File: src/rtl/ifetch_pkg.sv
// Shared types and constants for the instruction-fetch stage.
package ifetch_pkg;

    typedef enum logic [1:0] {
        IDLE  = 2'd0,
        FETCH = 2'd1,
        HOLD  = 2'd2
    } fetch_state_t;

    localparam logic [31:0] NOP_INSTR        = 32'h0000_0013;
    localparam logic [31:0] RESET_PC_DEFAULT = 32'h0000_0000;

endpackage

File: src/rtl/ifetch_if.sv
// Fetch-stage bundle: instruction-memory port, decode handoff and execute redirect.
interface ifetch_if;

    logic        imem_req;
    logic [31:0] imem_addr;
    logic        imem_rvalid;
    logic [31:0] imem_rdata;

    logic [31:0] Instr;
    logic [31:0] PC;
    logic [31:0] PCPlus4;
    logic        instr_valid;
    logic        instr_ready;

    logic        PCSrc;
    logic [31:0] PCTarget;

    modport master (
        output imem_req, imem_addr, Instr, PC, PCPlus4, instr_valid,
        input  imem_rvalid, imem_rdata, instr_ready, PCSrc, PCTarget
    );

    modport slave (
        input  imem_req, imem_addr, Instr, PC, PCPlus4, instr_valid,
        output imem_rvalid, imem_rdata, instr_ready, PCSrc, PCTarget
    );

endinterface

File: src/rtl/ifetch_flopenr.sv
// Enabled register with synchronous reset to a parameterised value.
module flopenr #(
    parameter int                 DATA_W    = 32,
    parameter logic [DATA_W-1:0]  RESET_VAL = '0
) (
    input  logic              clk,
    input  logic              reset,
    input  logic              en_i,
    input  logic [DATA_W-1:0] d_i,
    output logic [DATA_W-1:0] q_o
);

    always_ff @(posedge clk) begin
        if (reset) begin
            q_o <= RESET_VAL;
        end else if (en_i) begin
            q_o <= d_i;
        end
    end

endmodule

File: src/rtl/ifetch.sv
// Instruction-fetch stage: owns the PC, keeps one imem request in flight and
// holds the returned word until decode accepts it; execute redirects may kill a fetch.
module ifetch #(
    parameter logic [31:0] RESET_PC  = ifetch_pkg::RESET_PC_DEFAULT,
    parameter logic [31:0] NOP_INSTR = ifetch_pkg::NOP_INSTR
) (
    input  logic      clk,
    input  logic      reset,
    ifetch_if.master  bus
);
    import ifetch_pkg::*;

    fetch_state_t state_q, state_d;
    logic         kill_q, kill_d;
    logic         pc_en, instr_en;
    logic [31:0]  pc_d, pc_q, pc_plus4;
    logic [31:0]  instr_d, instr_q;

    assign pc_plus4 = pc_q + 32'd4;

    always_ff @(posedge clk) begin
        if (reset) begin
            state_q <= IDLE;
            kill_q  <= 1'b0;
        end else begin
            state_q <= state_d;
            kill_q  <= kill_d;
        end
    end

    always_comb begin
        state_d  = state_q;
        kill_d   = kill_q;
        pc_en    = 1'b0;
        pc_d     = pc_q;
        instr_en = 1'b0;
        instr_d  = instr_q;

        if (bus.PCSrc) begin
            pc_en    = 1'b1;
            pc_d     = bus.PCTarget & ~32'd3;
            instr_en = 1'b1;
            instr_d  = NOP_INSTR;
            state_d  = FETCH;
            // In FETCH a pending request must be killed unless its response
            // is arriving right now (in which case it is simply dropped).
            if (state_q == FETCH) begin
                kill_d = ~bus.imem_rvalid;
            end
        end else begin
            case (state_q)
                IDLE: begin
                    state_d = FETCH;
                end
                FETCH: begin
                    if (bus.imem_rvalid) begin
                        if (kill_q) begin
                            kill_d = 1'b0;
                        end else begin
                            instr_en = 1'b1;
                            instr_d  = bus.imem_rdata;
                            state_d  = HOLD;
                        end
                    end
                end
                HOLD: begin
                    if (bus.instr_ready) begin
                        pc_en    = 1'b1;
                        pc_d     = pc_plus4;
                        instr_en = 1'b1;
                        instr_d  = NOP_INSTR;
                        state_d  = FETCH;
                    end
                end
                default: begin
                    state_d = IDLE;
                end
            endcase
        end
    end

    flopenr #(
        .DATA_W   (32),
        .RESET_VAL(RESET_PC)
    ) u_pc (
        .clk  (clk),
        .reset(reset),
        .en_i (pc_en),
        .d_i  (pc_d),
        .q_o  (pc_q)
    );

    flopenr #(
        .DATA_W   (32),
        .RESET_VAL(NOP_INSTR)
    ) u_instr (
        .clk  (clk),
        .reset(reset),
        .en_i (instr_en),
        .d_i  (instr_d),
        .q_o  (instr_q)
    );

    assign bus.imem_req    = (state_q == FETCH) && !kill_q;
    assign bus.imem_addr   = {pc_q[31:2], 2'b00};
    assign bus.Instr       = instr_q;
    assign bus.PC          = pc_q;
    assign bus.PCPlus4     = pc_plus4;
    assign bus.instr_valid = (state_q == HOLD);

endmodule

File: src/flat_wrapper.sv
// flat-port wrapper written by rule: the top's interface ports become plain ports
module ifetch_flat import ifetch_pkg::*;
#(
    parameter logic [31:0] RESET_PC  = ifetch_pkg::RESET_PC_DEFAULT,
    parameter logic [31:0] NOP_INSTR = ifetch_pkg::NOP_INSTR
)
  (clk, reset, bus_imem_req, bus_imem_addr, bus_Instr, bus_PC, bus_PCPlus4, bus_instr_valid, bus_imem_rvalid, bus_imem_rdata, bus_instr_ready, bus_PCSrc, bus_PCTarget);
  ifetch_if bus_i ();
  input  logic clk;
  input  logic reset;
  output wire logic [$bits(bus_i.imem_req)-1:0] bus_imem_req;
  output wire logic [$bits(bus_i.imem_addr)-1:0] bus_imem_addr;
  output wire logic [$bits(bus_i.Instr)-1:0] bus_Instr;
  output wire logic [$bits(bus_i.PC)-1:0] bus_PC;
  output wire logic [$bits(bus_i.PCPlus4)-1:0] bus_PCPlus4;
  output wire logic [$bits(bus_i.instr_valid)-1:0] bus_instr_valid;
  input wire logic [$bits(bus_i.imem_rvalid)-1:0] bus_imem_rvalid;
  input wire logic [$bits(bus_i.imem_rdata)-1:0] bus_imem_rdata;
  input wire logic [$bits(bus_i.instr_ready)-1:0] bus_instr_ready;
  input wire logic [$bits(bus_i.PCSrc)-1:0] bus_PCSrc;
  input wire logic [$bits(bus_i.PCTarget)-1:0] bus_PCTarget;
  assign bus_imem_req = bus_i.imem_req;
  assign bus_imem_addr = bus_i.imem_addr;
  assign bus_Instr = bus_i.Instr;
  assign bus_PC = bus_i.PC;
  assign bus_PCPlus4 = bus_i.PCPlus4;
  assign bus_instr_valid = bus_i.instr_valid;
  assign bus_i.imem_rvalid = bus_imem_rvalid;
  assign bus_i.imem_rdata = bus_imem_rdata;
  assign bus_i.instr_ready = bus_instr_ready;
  assign bus_i.PCSrc = bus_PCSrc;
  assign bus_i.PCTarget = bus_PCTarget;
  ifetch #(.RESET_PC(RESET_PC), .NOP_INSTR(NOP_INSTR)) u_core (.clk(clk), .reset(reset), .bus(bus_i));
endmodule
File: config.mk
export PLATFORM = sky130hd
export DESIGN_NAME = ifetch_flat
export DESIGN_NICKNAME = d
export VERILOG_FILES = /design/src/rtl/ifetch_pkg.sv /design/src/rtl/ifetch_if.sv /design/src/rtl/ifetch_flopenr.sv /design/src/rtl/ifetch.sv /design/src/flat_wrapper.sv
export SDC_FILE = /design/constraint.sdc
export NUM_CORES = 1
export LEC_CHECK = 0
export ABC_CLOCK_PERIOD_IN_PS = 4100
export CAP_MARGIN = 25
export CORE_ASPECT_RATIO = 0.7
export CORE_MARGIN = 1
export CORE_UTILIZATION = 43
export DETAILED_ROUTE_END_ITERATION = 6
export GPL_TIMING_DRIVEN = 0
export PLACE_DENSITY_LB_ADDON = 0.15
export RECOVER_POWER = 50
export SETUP_SLACK_MARGIN = 0.2
export SLEW_MARGIN = 0
export SYNTH_ARGS = -nofsm -noshare
export SYNTH_HDL_FRONTEND = slang
export SYNTH_SLANG_ARGS = --single-unit
File: constraint.sdc
create_clock -name clk -period 4.1 [get_ports clk]
set_clock_uncertainty 0.15 [all_clocks]
set_input_delay 0.82 -clock clk [delete_from_list [all_inputs] [get_ports clk]]
set_output_delay 0.82 -clock clk [all_outputs]
set_load 0.03 [all_outputs]
==> out/summary.txt <==
status: completed
RSZ-0062 raised after global routing: true
Vias: 4,186
initial antenna violation count: 0
flops & latches, synth: 65
gr ovfl total: 0
pre-CTS WS: 0.1353 ns
DRC: 0
GPL Wtd Cong: 0.9119
async set or reset register ratio after synthesis: 0%
fill count: 689
chip width: 114.2 um
Crit Path Class: flop to output pin
placed insts: 763
crit end category: output pin
Crit path arrival time: 2.83 ns
Ys Warns: 0
placed cell areas: 0.005851 mm2
H-tree levels: 3
Total Wirelength: 12.64 mm
largest net degree at the start of global routing: 12
first-pass GRT wire length: 19.39 mm
HPWL after detailed placement: 9.455 mm
area leader, netlist: dfxtp_1
Max Cap Viol: 0
area grow syn2layout: 63.75%
Worst slew margin: 33.43%
IO Count: 199
overall track demand over capacity in global routing: 27.21%
Synth cell types: 55
post-route insts no fill: 782
clk sinks: 65
Worst VDD drop: 204.1 uV
top post-synthesis cells by area: dfxtp_1 34%, buf_4 7.1%, a22o_1 6.7%
FMAX: 263.0 MHz
setup tns final: 0 ns
diode count: 0
area share of the largest cell type after synthesis: 34.33%
root buf cell: clkbuf_16
ys flop type: dfxtp_1
drt initial violations: 317
DR WL/cell: 16.17 um
Worst-Margin Slew: 0.9894 ns
cts hold-fix bufs: 0
number of setup violations in the final report: 0
Port Buffers: 189
CTS buffer count: 9
Net count, final: 733
CP required: 3.13 ns
PnR worst setup slack: 0.2982 ns
DRT antenna net count: 0
Worst setup SP type: flop
chip height: 80.55 um
CP max FO: 9
post-synthesis sequential area ratio: 34.33%
most common cell after layout, fill and taps aside: clkdlybuf4s50_1
Clock Pin Slew Worst Setup and Hold Paths: 0.06 ns
Power Density: 300.2 mW/mm2
vias in the first global route: 3,903
clock buffer depth: 2
Pre-Repair DR Iteration Count: 5
Post-Synthesis Cells: 449
Tcrit/Tclk final: 92.73%
Worst-Skew Late Latency: 0.33 ns
Mapped Area: 0.003790 mm2
Syn Area/Cell: 8.441 um2
initial core utilization: 44.52%
Rows: 28
routed vias/inst: 5.353
Post-synth EDFFs: 0
Max Slew Vio Count: 0
Hold/Removal Path Class: flop to flop
layout cell share with drive strength beyond 1: 12.54%
die area: 0.009199 mm2
core area: 0.008513 mm2
final instance area: 0.006206 mm2
commonest non-fill, non-tap cells in the layout: 94 x clkdlybuf4s50_1, 84 x dlygate4sd3_1, 63 x dfxtp_1
P_leak: 2.732 nW
Final Hold Fails: 0
CTS tree: done
Tot Pwr: 1.863 mW
Final min period: 3.802 ns
[registers in the layout, indices dropped and copies added (netlist names)]
signal              cells
u_core.u_instr.q_o     32
u_core.u_pc.q_o        30
u_core.state_q          2
u_core.kill_q           1
[logic make-up (layout without fill, tap and decap cells)]
logic type | count (synthesis) | after routing | synth area share [%]
buffers and inverters | 90 | 298 | 12.84
XOR/XNOR | 38 | 38 | 8.782
flip-flops | 65 | 65 | 34.33
AO/OA/AOI/OAI | 95 | 95 | 19.58
adder cells (fa/ha/maj) | 6 | 6 | 1.981
AND/OR/NAND/NOR | 154 | 154 | 22.38
other | 1 | 6 | 0.09895
[through the flow]
stage | hold WS, ns | utilization, %
floorplan | 0.3368 | -
global placement | 0.2964 | 68.72
detailed placement | 0.2959 | 68.72
CTS | 0.3125 | 72.31
global route | 0.3244 | 72.90
finish | 0.3052 | 72.90
[critical path, stage by stage (launching register included)]
cell and delay, ns:
dfxtp_1 0.35, buf_2 0.21, nand4_2 0.32, or3_1 0.50, nor2_1 0.16, xor2_1 0.25
clkdlybuf4s50_1 0.71
[layout make-up]
cell class,count,area [um2],share of cell area [%]
sequential,65,1304,21.01
buffer,72,421.7,6.794
timing repair buffer,193,1936,31.19
tap,120,150.1,2.419
clock buffer,9,225.2,3.629
multi-input combinational,299,2066,33.29
clock inverter,6,36.28,0.5847
inverter,18,67.56,1.089
[where the power goes]
group,switching [mW],internal [mW],leakage [nW]
combinational,0.264,0.220,2.07
sequential,0.0370,0.658,0.533
clock,0.283,0.402,0.131
total,0.583,1.28,2.73
[cell usage after synthesis (8+ instances only)]
master    count
inv_1        18
buf_2        10
xnor2_1      27
a21oi_1       8
o21ai_0       8
xor2_1       11
nor4_1       10
clkbuf_1     20
a211oi_1     12
nor3_1        9
buf_4        36
nand4_1      11
nand2_1      27
a22o_1       29
dfxtp_1      65
nor2_1       34
nand3_1      17
[worst paths after layout]
check	startpoint	end	slack, ns	cells past startpoint
worst max-delay path	u_core.u_pc.q_o[4]	bus_PCPlus4[13]	0.30	6
worst min register to register	u_core.u_instr.q_o[1]	u_core.u_instr.q_o[1]	0.31	2
worst min-delay path	u_core.u_instr.q_o[1]	u_core.u_instr.q_o[1]	0.31	2
worst max register to register	u_core.state_q[0]	u_core.u_instr.q_o[0]	1.28	8
[per-layer routing]
metal | part of all wire (%) | global-route usage [%] | up-vias
li1 | - | - | 2007
met1 | 43 | 34.77 | 1938
met2 | 46 | 43.39 | 223
met3 | 9.2 | 7.623 | 18
met4 | 1.7 | 10.65 | 0
met5 | 0 | 0 | -
[what timing repair did]
item | in CTS | in global routing
buffers inserted | 2 | 2
endpoints found under the setup margin | 18 | 13
gates resized for setup | 12 | 16
pin swaps | 1 | 2
Note: power is estimated with default switching activity, not from simulation.
